## config.mk

```make
export PLATFORM = sky130hd
export DESIGN_NAME = viterbi_ctrl
export DESIGN_NICKNAME = d
export VERILOG_FILES = /design/src/rtl/viterbi_pkg.sv /design/src/rtl/viterbi_addr_cnt.sv /design/src/rtl/viterbi_ctrl.sv
export SDC_FILE = /design/constraint.sdc
export NUM_CORES = 1
export LEC_CHECK = 0
export BUFFER_PORTS_ARGS = -buffer_cell sky130_fd_sc_hd__buf_2
export CAP_MARGIN = 25
export CORE_AREA = 3 3 61 63
export CTS_CLUSTER_DIAMETER = 50
export CTS_CLUSTER_SIZE = 40
export DETAILED_ROUTE_END_ITERATION = 8
export DIE_AREA = 0 0 64 66
export PLACE_DENSITY = 0.71
export SETUP_SLACK_MARGIN = 0.05
export SLEW_MARGIN = 15
export SYNTH_ARGS = -nofsm -noshare
export SYNTH_HDL_FRONTEND = slang
export SYNTH_HIERARCHICAL = 1
export SYNTH_SLANG_ARGS = --single-unit
```

## constraint.sdc

```tcl
create_clock -name clk -period 3.6 [get_ports clk]
set_input_delay 1.08 -clock clk [delete_from_list [all_inputs] [get_ports clk]]
set_output_delay 1.08 -clock clk [all_outputs]
set_load 0.05 [all_outputs]
```

## src/rtl/viterbi_pkg.sv

```systemverilog
// Shared types and constants for the K=3 Viterbi decoder blocks.
package viterbi_pkg;

  typedef enum logic [1:0] {
    IDLE = 2'd0,
    ACS  = 2'd1,
    TB   = 2'd2,
    DONE = 2'd3
  } state_e;

  localparam int K          = 3;
  localparam int NUM_STATES = 1 << (K - 1);
  localparam int METRIC_W   = 8;

  // Path metrics the ACS loads on acs_init: state 0 starts best, all others worst.
  localparam logic [METRIC_W-1:0] INIT_METRIC_ZERO = '0;
  localparam logic [METRIC_W-1:0] INIT_METRIC_MAX  = '1;

  function automatic logic [METRIC_W-1:0] init_metric(input int unsigned st);
    return (st == 0) ? INIT_METRIC_ZERO : INIT_METRIC_MAX;
  endfunction

endpackage

```

## src/rtl/viterbi_addr_cnt.sv

```systemverilog
// Loadable up/down address counter; tc_o flags MAX_VAL when counting up, zero when counting down.
module viterbi_addr_cnt
  import viterbi_pkg::*;
#(
  parameter int            AW      = 4,
  parameter logic [AW-1:0] MAX_VAL = '1
) (
  input  logic          clk,
  input  logic          rst,
  input  logic          load_i,
  input  logic [AW-1:0] load_val_i,
  input  logic          en_i,
  input  logic          up_i,
  output logic [AW-1:0] cnt_o,
  output logic          tc_o
);

  logic [AW-1:0] count_q;
  logic [AW-1:0] count_d;

  always_comb begin
    count_d = count_q;
    if (load_i) begin
      count_d = load_val_i;
    end else if (en_i) begin
      count_d = up_i ? (count_q + AW'(1)) : (count_q - AW'(1));
    end
  end

  always_ff @(posedge clk) begin
    if (rst) begin
      count_q <= '0;
    end else begin
      count_q <= count_d;
    end
  end

  assign cnt_o = count_q;
  assign tc_o  = up_i ? (count_q == MAX_VAL) : (count_q == '0);

endmodule

```

## src/rtl/viterbi_ctrl.sv

```systemverilog
// Frame sequencer: feeds accepted pairs into BMC/ACS, addresses survivor writes, sweeps traceback.
module viterbi_ctrl
  import viterbi_pkg::*;
#(
  parameter int FRAME_LEN = 16,
  parameter int AW        = $clog2(FRAME_LEN)
) (
  input  logic          clk,
  input  logic          rst,
  input  logic          in_valid,
  output logic          in_ready,
  input  logic [1:0]    rx_pair,
  input  logic          frame_end,
  output logic [1:0]    bmc_rx_pair,
  output logic          acs_en,
  output logic          acs_init,
  output logic          sm_wr_en,
  output logic [AW-1:0] sm_wr_addr,
  output logic          tb_rd_en,
  output logic [AW-1:0] tb_rd_addr,
  output logic          tb_first,
  output logic          frame_done,
  output logic          busy,
  output logic [7:0]    frame_cnt
);

  state_e        state_q;
  logic [AW-1:0] last_addr_q;
  logic [AW-1:0] cnt;
  logic          cnt_tc;
  logic          cnt_load;
  logic [AW-1:0] cnt_load_val;
  logic          cnt_en;
  logic          cnt_up;
  logic          accept;

  assign in_ready = (state_q == IDLE) || (state_q == ACS);
  assign accept   = in_valid && in_ready;
  assign busy     = (state_q != IDLE);

  // One counter serves as sym_cnt going up and the traceback address going down;
  // on the terminating pair it holds so it already points at last_addr for TB.
  always_comb begin
    cnt_load     = 1'b0;
    cnt_load_val = '0;
    cnt_en       = 1'b0;
    cnt_up       = 1'b1;
    case (state_q)
      IDLE: begin
        if (accept) begin
          cnt_load     = 1'b1;
          cnt_load_val = frame_end ? '0 : AW'(1);
        end
      end
      ACS: begin
        if (accept && !(cnt_tc || frame_end)) cnt_en = 1'b1;
      end
      TB: begin
        cnt_up = 1'b0;
        cnt_en = !cnt_tc;
      end
      default: ;
    endcase
  end

  viterbi_addr_cnt #(
    .AW     (AW),
    .MAX_VAL(AW'(FRAME_LEN - 1))
  ) u_addr_cnt (
    .clk       (clk),
    .rst       (rst),
    .load_i    (cnt_load),
    .load_val_i(cnt_load_val),
    .en_i      (cnt_en),
    .up_i      (cnt_up),
    .cnt_o     (cnt),
    .tc_o      (cnt_tc)
  );

  always_ff @(posedge clk) begin
    if (rst) begin
      state_q     <= IDLE;
      last_addr_q <= '0;
      bmc_rx_pair <= '0;
      acs_en      <= 1'b0;
      acs_init    <= 1'b0;
      sm_wr_en    <= 1'b0;
      sm_wr_addr  <= '0;
      tb_rd_en    <= 1'b0;
      tb_rd_addr  <= '0;
      tb_first    <= 1'b0;
      frame_done  <= 1'b0;
      frame_cnt   <= '0;
    end else begin
      acs_en     <= 1'b0;
      acs_init   <= 1'b0;
      sm_wr_en   <= 1'b0;
      tb_rd_en   <= 1'b0;
      tb_first   <= 1'b0;
      frame_done <= 1'b0;
      case (state_q)
        IDLE: begin
          if (accept) begin
            bmc_rx_pair <= rx_pair;
            acs_en      <= 1'b1;
            acs_init    <= 1'b1;
            sm_wr_en    <= 1'b1;
            sm_wr_addr  <= '0;
            last_addr_q <= '0;
            state_q     <= frame_end ? TB : ACS;
          end
        end
        ACS: begin
          if (accept) begin
            bmc_rx_pair <= rx_pair;
            acs_en      <= 1'b1;
            sm_wr_en    <= 1'b1;
            sm_wr_addr  <= cnt;
            if (cnt_tc || frame_end) begin
              last_addr_q <= cnt;
              state_q     <= TB;
            end
          end
        end
        // The read of last_addr lands one cycle after its write.
        TB: begin
          tb_rd_en   <= 1'b1;
          tb_rd_addr <= cnt;
          tb_first   <= (cnt == last_addr_q);
          if (cnt_tc) state_q <= DONE;
        end
        DONE: begin
          frame_done <= 1'b1;
          frame_cnt  <= frame_cnt + 8'd1;
          state_q    <= IDLE;
        end
        default: state_q <= IDLE;
      endcase
    end
  end

endmodule

```

==> Flow_metrics.wiki, run 1 <==
{| class="wikitable"
! Metric !! Value
|-
| Synth Warn # || 6
|-
| Sequential cell area in the final layout || 661 µm²
|-
| Gp weighted congestion || 0.850
|-
| Number of buffers inserted during clock tree synthesis || 5
|-
| Number of H-tree levels || 2
|-
| First-pass GRT wire length || 5740 µm
|-
| Worst-case headroom to the max-slew limit || 0.539
|-
| Row cnt || 21
|-
| Status || finished clean
|-
| Final global-route overflow total || 0
|-
| Total Routing Usage GR || 0.177
|-
| CTS tree || built
|-
| Total negative slack || 0 ps
|-
| Number of DRC markers in iteration 0 || 44
|-
| Worst vdd rail ir drop || 370 µV
|-
| Number of enable flip-flop cells after synthesis || 0
|-
| Cells resized by post-CTS repair || 0
|-
| Library cell with the largest summed area after synthesis || sky130_fd_sc_hd__dfxtp_1
|-
| Min Clock Period, post-route || between 2000 and 3000 ps
|-
| Total number of nets in the final design || 216
|-
| Clock power share || 0.234
|-
| Pin count of the biggest net entering global routing || 37
|-
| Synthesis-stage register bit count || 33
|-
| Maximum count of clock buffers along a single path || 2
|-
| Average wire per cell in the routed design || around 13 µm
|-
| Final Hold Fails || 0
|-
| Pwr dens || 677 mW/mm²
|-
| HPWL Detailed || 2390 µm
|-
| Fin util || 0.556
|-
| Syn_area_per_cell || between 9 and 10 µm²
|-
| Hold-fix buffers at CTS || 0
|-
| Max-cap violation count || 0
|-
| Cell count after synthesis || 173
|-
| Post-CTS setup buffer count || 0
|-
| Leading cell types by count after synthesis || sky130_fd_sc_hd__dfxtp_1 (33), sky130_fd_sc_hd__nor2_1 (24), sky130_fd_sc_hd__mux2i_1 (11)
|-
| Sequential fraction of the synthesis area || 0.418
|-
| Int Power || 0.000736 W
|-
| Share of power burned in combinational logic || 0.405
|-
| Maximum achievable frequency || 361 MHz
|-
| Final ANT Viol Nets || 0
|-
| Width of the die || 64 µm
|-
| Number of remaining DRC errors || 0
|-
| Number of distinct library cells after synthesis || 38
|-
| Sw frac || 0.405
|-
| Most instantiated flip-flop cell in the synthesis netlist || sky130_fd_sc_hd__dfxtp_1
|-
| Class of the tightest hold or removal check || reg2reg
|-
| DR vias || 1316
|-
| Transition at the pin with the smallest max-transition slack || 685 ps
|-
| Reg clk slew, reported paths || 100 ps
|-
| Most common cell in the netlist || sky130_fd_sc_hd__dfxtp_1
|-
| Number of global-route vias before repair || 1319
|-
| Number of filler cells placed in the layout || 316
|-
| Crit-path max FO || 13
|-
| Tcrit/Tclk final || 0.770
|-
| Post-synth design cell area || between 0.0015 and 0.002 mm²
|-
| DR vias/cell || roughly 5.3
|-
| Post-synthesis async set-or-reset flop share || 0
|-
| Required time of the critical path || approximately 2500 ps
|-
| Core outline area || 0.00328 mm²
|-
| Area added between synthesis and finish || 15.5%
|-
| Type of element launching the critical path || flip-flop
|-
| Initial antenna violation count || 0
|-
| Fraction of power consumed by sequential logic || 0.361
|-
| Final WL || 3350 µm
|-
| Starting utilization of the core area || 0.482
|-
| Worst setup skew after layout || 5.39 ps
|-
| Clock network latency to the later pin of the worst-skew pair || 330 ps
|-
| Setup repair after global routing missed its margin || false
|-
| Critical path type || reg2out
|-
| I/O pins || 32
|-
| Portion of synthesized cell area occupied by the leading cell type || 0.418
|-
| Net switching component of the power || around 0.0005 W
|-
| Number of sinks on the clock net || 33
|-
| Leading post-synthesis cells by cell area || sky130_fd_sc_hd__dfxtp_1 (42%), sky130_fd_sc_hd__mux2i_1 (7.0%), sky130_fd_sc_hd__nor2_1 (5.7%), sky130_fd_sc_hd__ha_1 (5.5%), sky130_fd_sc_hd__xor2_1 (3.9%)
|-
| Finish-stage setup viols || 0
|-
| Die extent in y || around 66 µm
|-
| Arrival time at the worst endpoint || 1690 ps
|-
| # diodes || 0
|-
| Root cell of the clock tree || sky130_fd_sc_hd__clkbuf_4
|-
| Buffers added on ports || 31
|-
| Proportion of layout cells with a drive suffix above 1 || 0.212
|-
| Number of pins exceeding their max-slew limit in the final report || 0
|-
| Total area of multi-input combinational cells || 831 µm²
|-
| First-pass detailed-route iteration total || 4
|-
| Overall die area || 0.00422 mm²
|-
| Nature of the critical path endpoint || primary output
|-
| LEAKAGE || 0.817 nW
|}
cells by family (layout without fill, tap and decap cells):
| logic type | Yosys count | count (layout) | synth area share |
|---|---|---|---|
| and+or+nand+nor | 53 | 53 | 0.159 |
| adders and majority gates | 8 | 8 | 0.0680 |
| AOI/OAI and AO/OA | 34 | 34 | 0.146 |
| DFF | 33 | 33 | 0.418 |
| buffers and inverters | 20 | 48 | 0.0617 |
| other | 1 | 3 | 0.00237 |
| muxes | 13 | 13 | 0.0839 |
| xor gates and xnor gates | 11 | 11 | 0.0609 |
cell usage in the layout, fill, tap and decap left out, types with 2 or more instances in the layout:
cell type	netlist	layout
sky130_fd_sc_hd__dfxtp_1	33	33
sky130_fd_sc_hd__buf_2	3	31
sky130_fd_sc_hd__nor2_1	24	24
sky130_fd_sc_hd__mux2i_1	11	11
sky130_fd_sc_hd__a21oi_1	10	10
sky130_fd_sc_hd__nand2_1	9	9
sky130_fd_sc_hd__o21ai_0	9	9
sky130_fd_sc_hd__inv_1	8	8
sky130_fd_sc_hd__xor2_1	7	7
sky130_fd_sc_hd__ha_1	7	7
sky130_fd_sc_hd__clkbuf_4	0	5
sky130_fd_sc_hd__xnor2_1	4	4
sky130_fd_sc_hd__a32oi_1	4	4
sky130_fd_sc_hd__o2111ai_1	4	4
sky130_fd_sc_hd__nand4_1	3	3
sky130_fd_sc_hd__nand3_1	3	3
sky130_fd_sc_hd__conb_1	1	3
sky130_fd_sc_hd__nand2b_1	2	2
sky130_fd_sc_hd__nor2b_1	2	2
sky130_fd_sc_hd__nor4_1	2	2
sky130_fd_sc_hd__nor3b_1	2	2
sky130_fd_sc_hd__or3_1	2	2
layer usage:
metal / up-vias / global-route usage / part of all wire
li1: 653 / - / -
met1: 629 / 0.178 / 0.42
met2: 30 / 0.320 / 0.50
met3: 4 / 0.0595 / 0.058
met4: 0 / 0.0970 / 0.020
met5: - / 0 / 0
cell type report:
| class | count | share of cell area |
|---|---|---|
| timing repair buffer | 32 | 0.0890 |
| sequential | 33 | 0.362 |
| multi-input combinational | 122 | 0.455 |
| clock buffer | 7 | 0.0301 |
| inverter | 8 | 0.0164 |
| clock inverter | 1 | 0.0164 |
| tap | 46 | 0.0315 |
power groups by stage:
stage	combinational, W	sequential, W	clock (W)
floorplan	0.000355	0.000504	0
global placement	0.000487	0.000452	0
detailed placement	0.000500	0.000456	0
CTS	0.000501	0.000448	0.000296
global route	0.000546	0.000454	0.000312
finish	0.000500	0.000447	0.000290
sequential cells by signal, summed over array words and instances, names as in the netlist:
signal            cells
acs_init              1
bmc_rx_pair           2
frame_cnt             8
frame_done            1
last_addr_q           4
sm_wr_addr            4
sm_wr_en              1
state_q               2
tb_first              1
tb_rd_addr            4
tb_rd_en              1
u_addr_cnt/cnt_o      4
per-stage QoR:
stage | hold slack, ps | cells | cell area, µm² | power (W) | worst slack (ps)
4_1_cts | 501 | 249 | 1830 | 0.00125 | 828
2_1_floorplan | 462 | 175 | 1590 | 0.000859 | 1190
5_1_grt | 527 | 249 | 1830 | 0.00131 | 561
3_5_place_dp | 478 | 241 | 1740 | 0.000956 | 880
6_report | 496 | 249 | 1830 | 0.00124 | 828
3_3_place_gp | 465 | 241 | 1740 | 0.000938 | 1040
worst max-delay path, stage by stage (launching register included):
cell	delay, ps
sky130_fd_sc_hd__dfxtp_1	380
sky130_fd_sc_hd__inv_1	90
sky130_fd_sc_hd__ha_1	330
sky130_fd_sc_hd__or2_2	340
sky130_fd_sc_hd__buf_2	220
final timing paths:
check                                   from                                to  slack, ps  depth (start not counted)
hold reg to reg   sm_wr_addr[2]$_SDFFE_PP0P_        sm_wr_addr[2]$_SDFFE_PP0P_        500                          2
setup / recovery     state_q[1]$_SDFFE_PP0P_                          in_ready        830                          4
setup reg to reg     state_q[0]$_SDFFE_PP0P_  u_addr_cnt/cnt_o[3]$_SDFFE_PP0P_        850                         10
hold / removal    sm_wr_addr[2]$_SDFFE_PP0P_        sm_wr_addr[2]$_SDFFE_PP0P_        500                          2
No activity file was read; power rests on OpenSTA's default activity.
==> run 2: changes to the inputs <==
clock period = 2.9 ns   (was 3.6 ns; I/O delays follow)
==> Flow_metrics.wiki, run 2 (synthesis results as in run 1) <==
{| class="wikitable"
! Metric !! Value
|-
| Pin count of the biggest net entering global routing || 22 (was 37)
|-
| Maximum count of clock buffers along a single path || 2 (unchanged)
|-
| Total Routing Usage GR || 0.172 (was 0.177)
|-
| First-pass GRT wire length || 5630 µm (was 5740 µm)
|-
| DR vias || 1315 (was 1316)
|-
| Pwr dens || 835 mW/mm² (was 677 mW/mm²)
|-
| Row cnt || 21 (unchanged)
|-
| Core outline area || 0.00328 mm² (unchanged)
|-
| Reg clk slew, reported paths || 100 ps (about the same)
|-
| Crit-path max FO || 13 (unchanged)
|-
| Area of all placed cells without fillers || 0.00184 mm² (was 0.00183 mm²)
|-
| Overall die area || 0.00422 mm² (unchanged)
|-
| Setup repair after global routing missed its margin || false (unchanged)
|-
| Total negative slack || 0 ps (unchanged)
|-
| Status || finished clean (unchanged)
|-
| Finish-stage setup viols || 0 (unchanged)
|-
| Buffers added on ports || 31 (unchanged)
|-
| First-pass detailed-route iteration total || 4 (unchanged)
|-
| CTS tree || built (unchanged)
|-
| Number of pins exceeding their max-slew limit in the final report || 0 (unchanged)
|-
| Class of the tightest hold or removal check || reg2reg (unchanged)
|-
| Average wire per cell in the routed design || 13.4 µm (about the same)
|-
| Hold-fix buffers at CTS || 0 (unchanged)
|-
| Max-cap violation count || 0 (unchanged)
|-
| Critical path type || reg2out (unchanged)
|-
| Total number of nets in the final design || 218 (was 216)
|-
| Most common cell after layout, fill and taps aside || sky130_fd_sc_hd__dfxtp_1 (unchanged)
|-
| Proportion of layout cells with a drive suffix above 1 || 0.220 (was 0.212)
|-
| Commonest cells after routing, fill and taps aside || sky130_fd_sc_hd__dfxtp_1 (33), sky130_fd_sc_hd__buf_2 (31), sky130_fd_sc_hd__nor2_1 (24), sky130_fd_sc_hd__mux2i_1 (11), sky130_fd_sc_hd__a21oi_1 (10) (unchanged)
|-
| HPWL Detailed || 2470 µm (was 2390 µm)
|-
| Flip-flop count of the largest register after layout || 8 (unchanged)
|-
| Number of sinks on the clock net || 33 (unchanged)
|-
| Root cell of the clock tree || sky130_fd_sc_hd__clkbuf_4 (unchanged)
|-
| Arrival time at the worst endpoint || 1680 ps (was 1690 ps)
|-
| Maximum achievable frequency || 392 MHz
|-
| Worst vdd rail ir drop || 471 µV (was 370 µV)
|-
| Required time of the critical path || 2030 ps (was 2520 ps)
|-
| Library cell contributing the largest single delay on the critical path || sky130_fd_sc_hd__dfxtp_1 (unchanged)
|-
| Tcrit/Tclk final || 0.879
|-
| Number of DRC markers in iteration 0 || 87 (was 44)
|-
| Starting utilization of the core area || 0.482 (unchanged)
|-
| Cells resized by post-CTS repair || 0 (unchanged)
|-
| Die extent in y || 66 µm (unchanged)
|-
| Clock network latency to the later pin of the worst-skew pair || 330 ps (about the same)
|-
| Final global-route overflow total || 0 (unchanged)
|-
| Final Hold Fails || 0 (unchanged)
|-
| Initial antenna violation count || 0 (unchanged)
|-
| Width of the die || 64 µm (unchanged)
|-
| Type of element launching the critical path || flip-flop (unchanged)
|-
| Nature of the critical path endpoint || primary output (unchanged)
|-
| I/O pins || 32 (unchanged)
|-
| Transition at the pin with the smallest max-transition slack || 543 ps (was 685 ps)
|-
| Min Clock Period, post-route || around 2500 ps
|-
| Number of remaining DRC errors || 0 (unchanged)
|-
| Number of buffers inserted during clock tree synthesis || 5 (unchanged)
|-
| Placed Area || 0.00176 mm² (was 0.00174 mm²)
|-
| DR vias/cell || 5.24 (was 5.29)
|-
| # diodes || 0 (unchanged)
|-
| Area added between synthesis and finish || 16.5% (was 15.5%)
|-
| Worst setup skew after layout || 14.3 ps (was 5.39 ps)
|-
| Post-CTS setup buffer count || 0 (unchanged)
|-
| Number of global-route vias before repair || 1223 (was 1319)
|-
| Worst-case headroom to the max-slew limit || 0.638 (was 0.539)
|-
| LEAKAGE || 0.827 nW (was 0.817 nW)
|-
| Final WL || 3370 µm (was 3350 µm)
|-
| Gp weighted congestion || 0.813 (was 0.850)
|-
| Register ranked first by flip-flop count || frame_cnt (unchanged)
|-
| CP cell instances || inv_1 -> ha_1 -> or2_2 -> buf_2 (unchanged)
|-
| Number of H-tree levels || 2 (unchanged)
|-
| Final ANT Viol Nets || 0 (unchanged)
|-
| Worst stage delay on the critical path || 370 ps (was 380 ps)
|}
==> run 2: path summary, 6_finish.rpt <==
path	cells past startpoint	to	slack, ps	from
worst max register to register	10	state_q[1]$_SDFFE_PP0P_	420	state_q[0]$_SDFFE_PP0P_
worst min register to register	2	last_addr_q[1]$_SDFFE_PP0P_	500	last_addr_q[1]$_SDFFE_PP0P_
worst min-delay path	2	last_addr_q[1]$_SDFFE_PP0P_	500	last_addr_q[1]$_SDFFE_PP0P_
worst max-delay path	4	in_ready	350	state_q[1]$_SDFFE_PP0P_
==> run 2: metal layers <==
layer / up-vias / track usage / wire length, µm
met5: - / 0 / 0
met4: 0 / 0.0647 / 51
met3: 6 / 0.0544 / 159
met2: 26 / 0.288 / 1660
met1: 621 / 0.205 / 1500
li1: 662 / - / -
==> run 2: metrics by stage <==
step,hold WS [ps],total power (W),worst slack [ps],cells,util
2_1_floorplan,462,0.00107,493,175,-
3_3_place_gp,465,0.00117,574,243,0.535
3_5_place_dp,482,0.00119,442,243,0.535
4_1_cts,497,0.00154,342,251,0.561
5_1_grt,505,0.00164,230,251,0.561
6_report,497,0.00154,352,251,0.561
==> run 2: critical path, delay by kind of cell, from the launching register on <==
family	cells	cell delay, ps
flops	1	370
simple gates	1	340
buf+inv	2	300
fa+ha+maj	1	340
==> run 2: area by class of cell <==
class | count | area (µm²)
clock buffers | 7 | 55.1
clock inverters | 1 | 30.0
fillers | 306 | 1440
inverters | 8 | 30.0
multi-input cells | 122 | 831
flip-flops and latches | 33 | 661
well taps | 46 | 57.6
repair buffers | 34 | 178
==> run 2: power breakdown <==
group	total, W	leakage [nW]	internal (W)	switching (W)
sequential	0.000553	0.268	0.000499	0.0000538
clock	0.000355	0.0455	0.000206	0.000149
combinational	0.000630	0.514	0.000213	0.000417
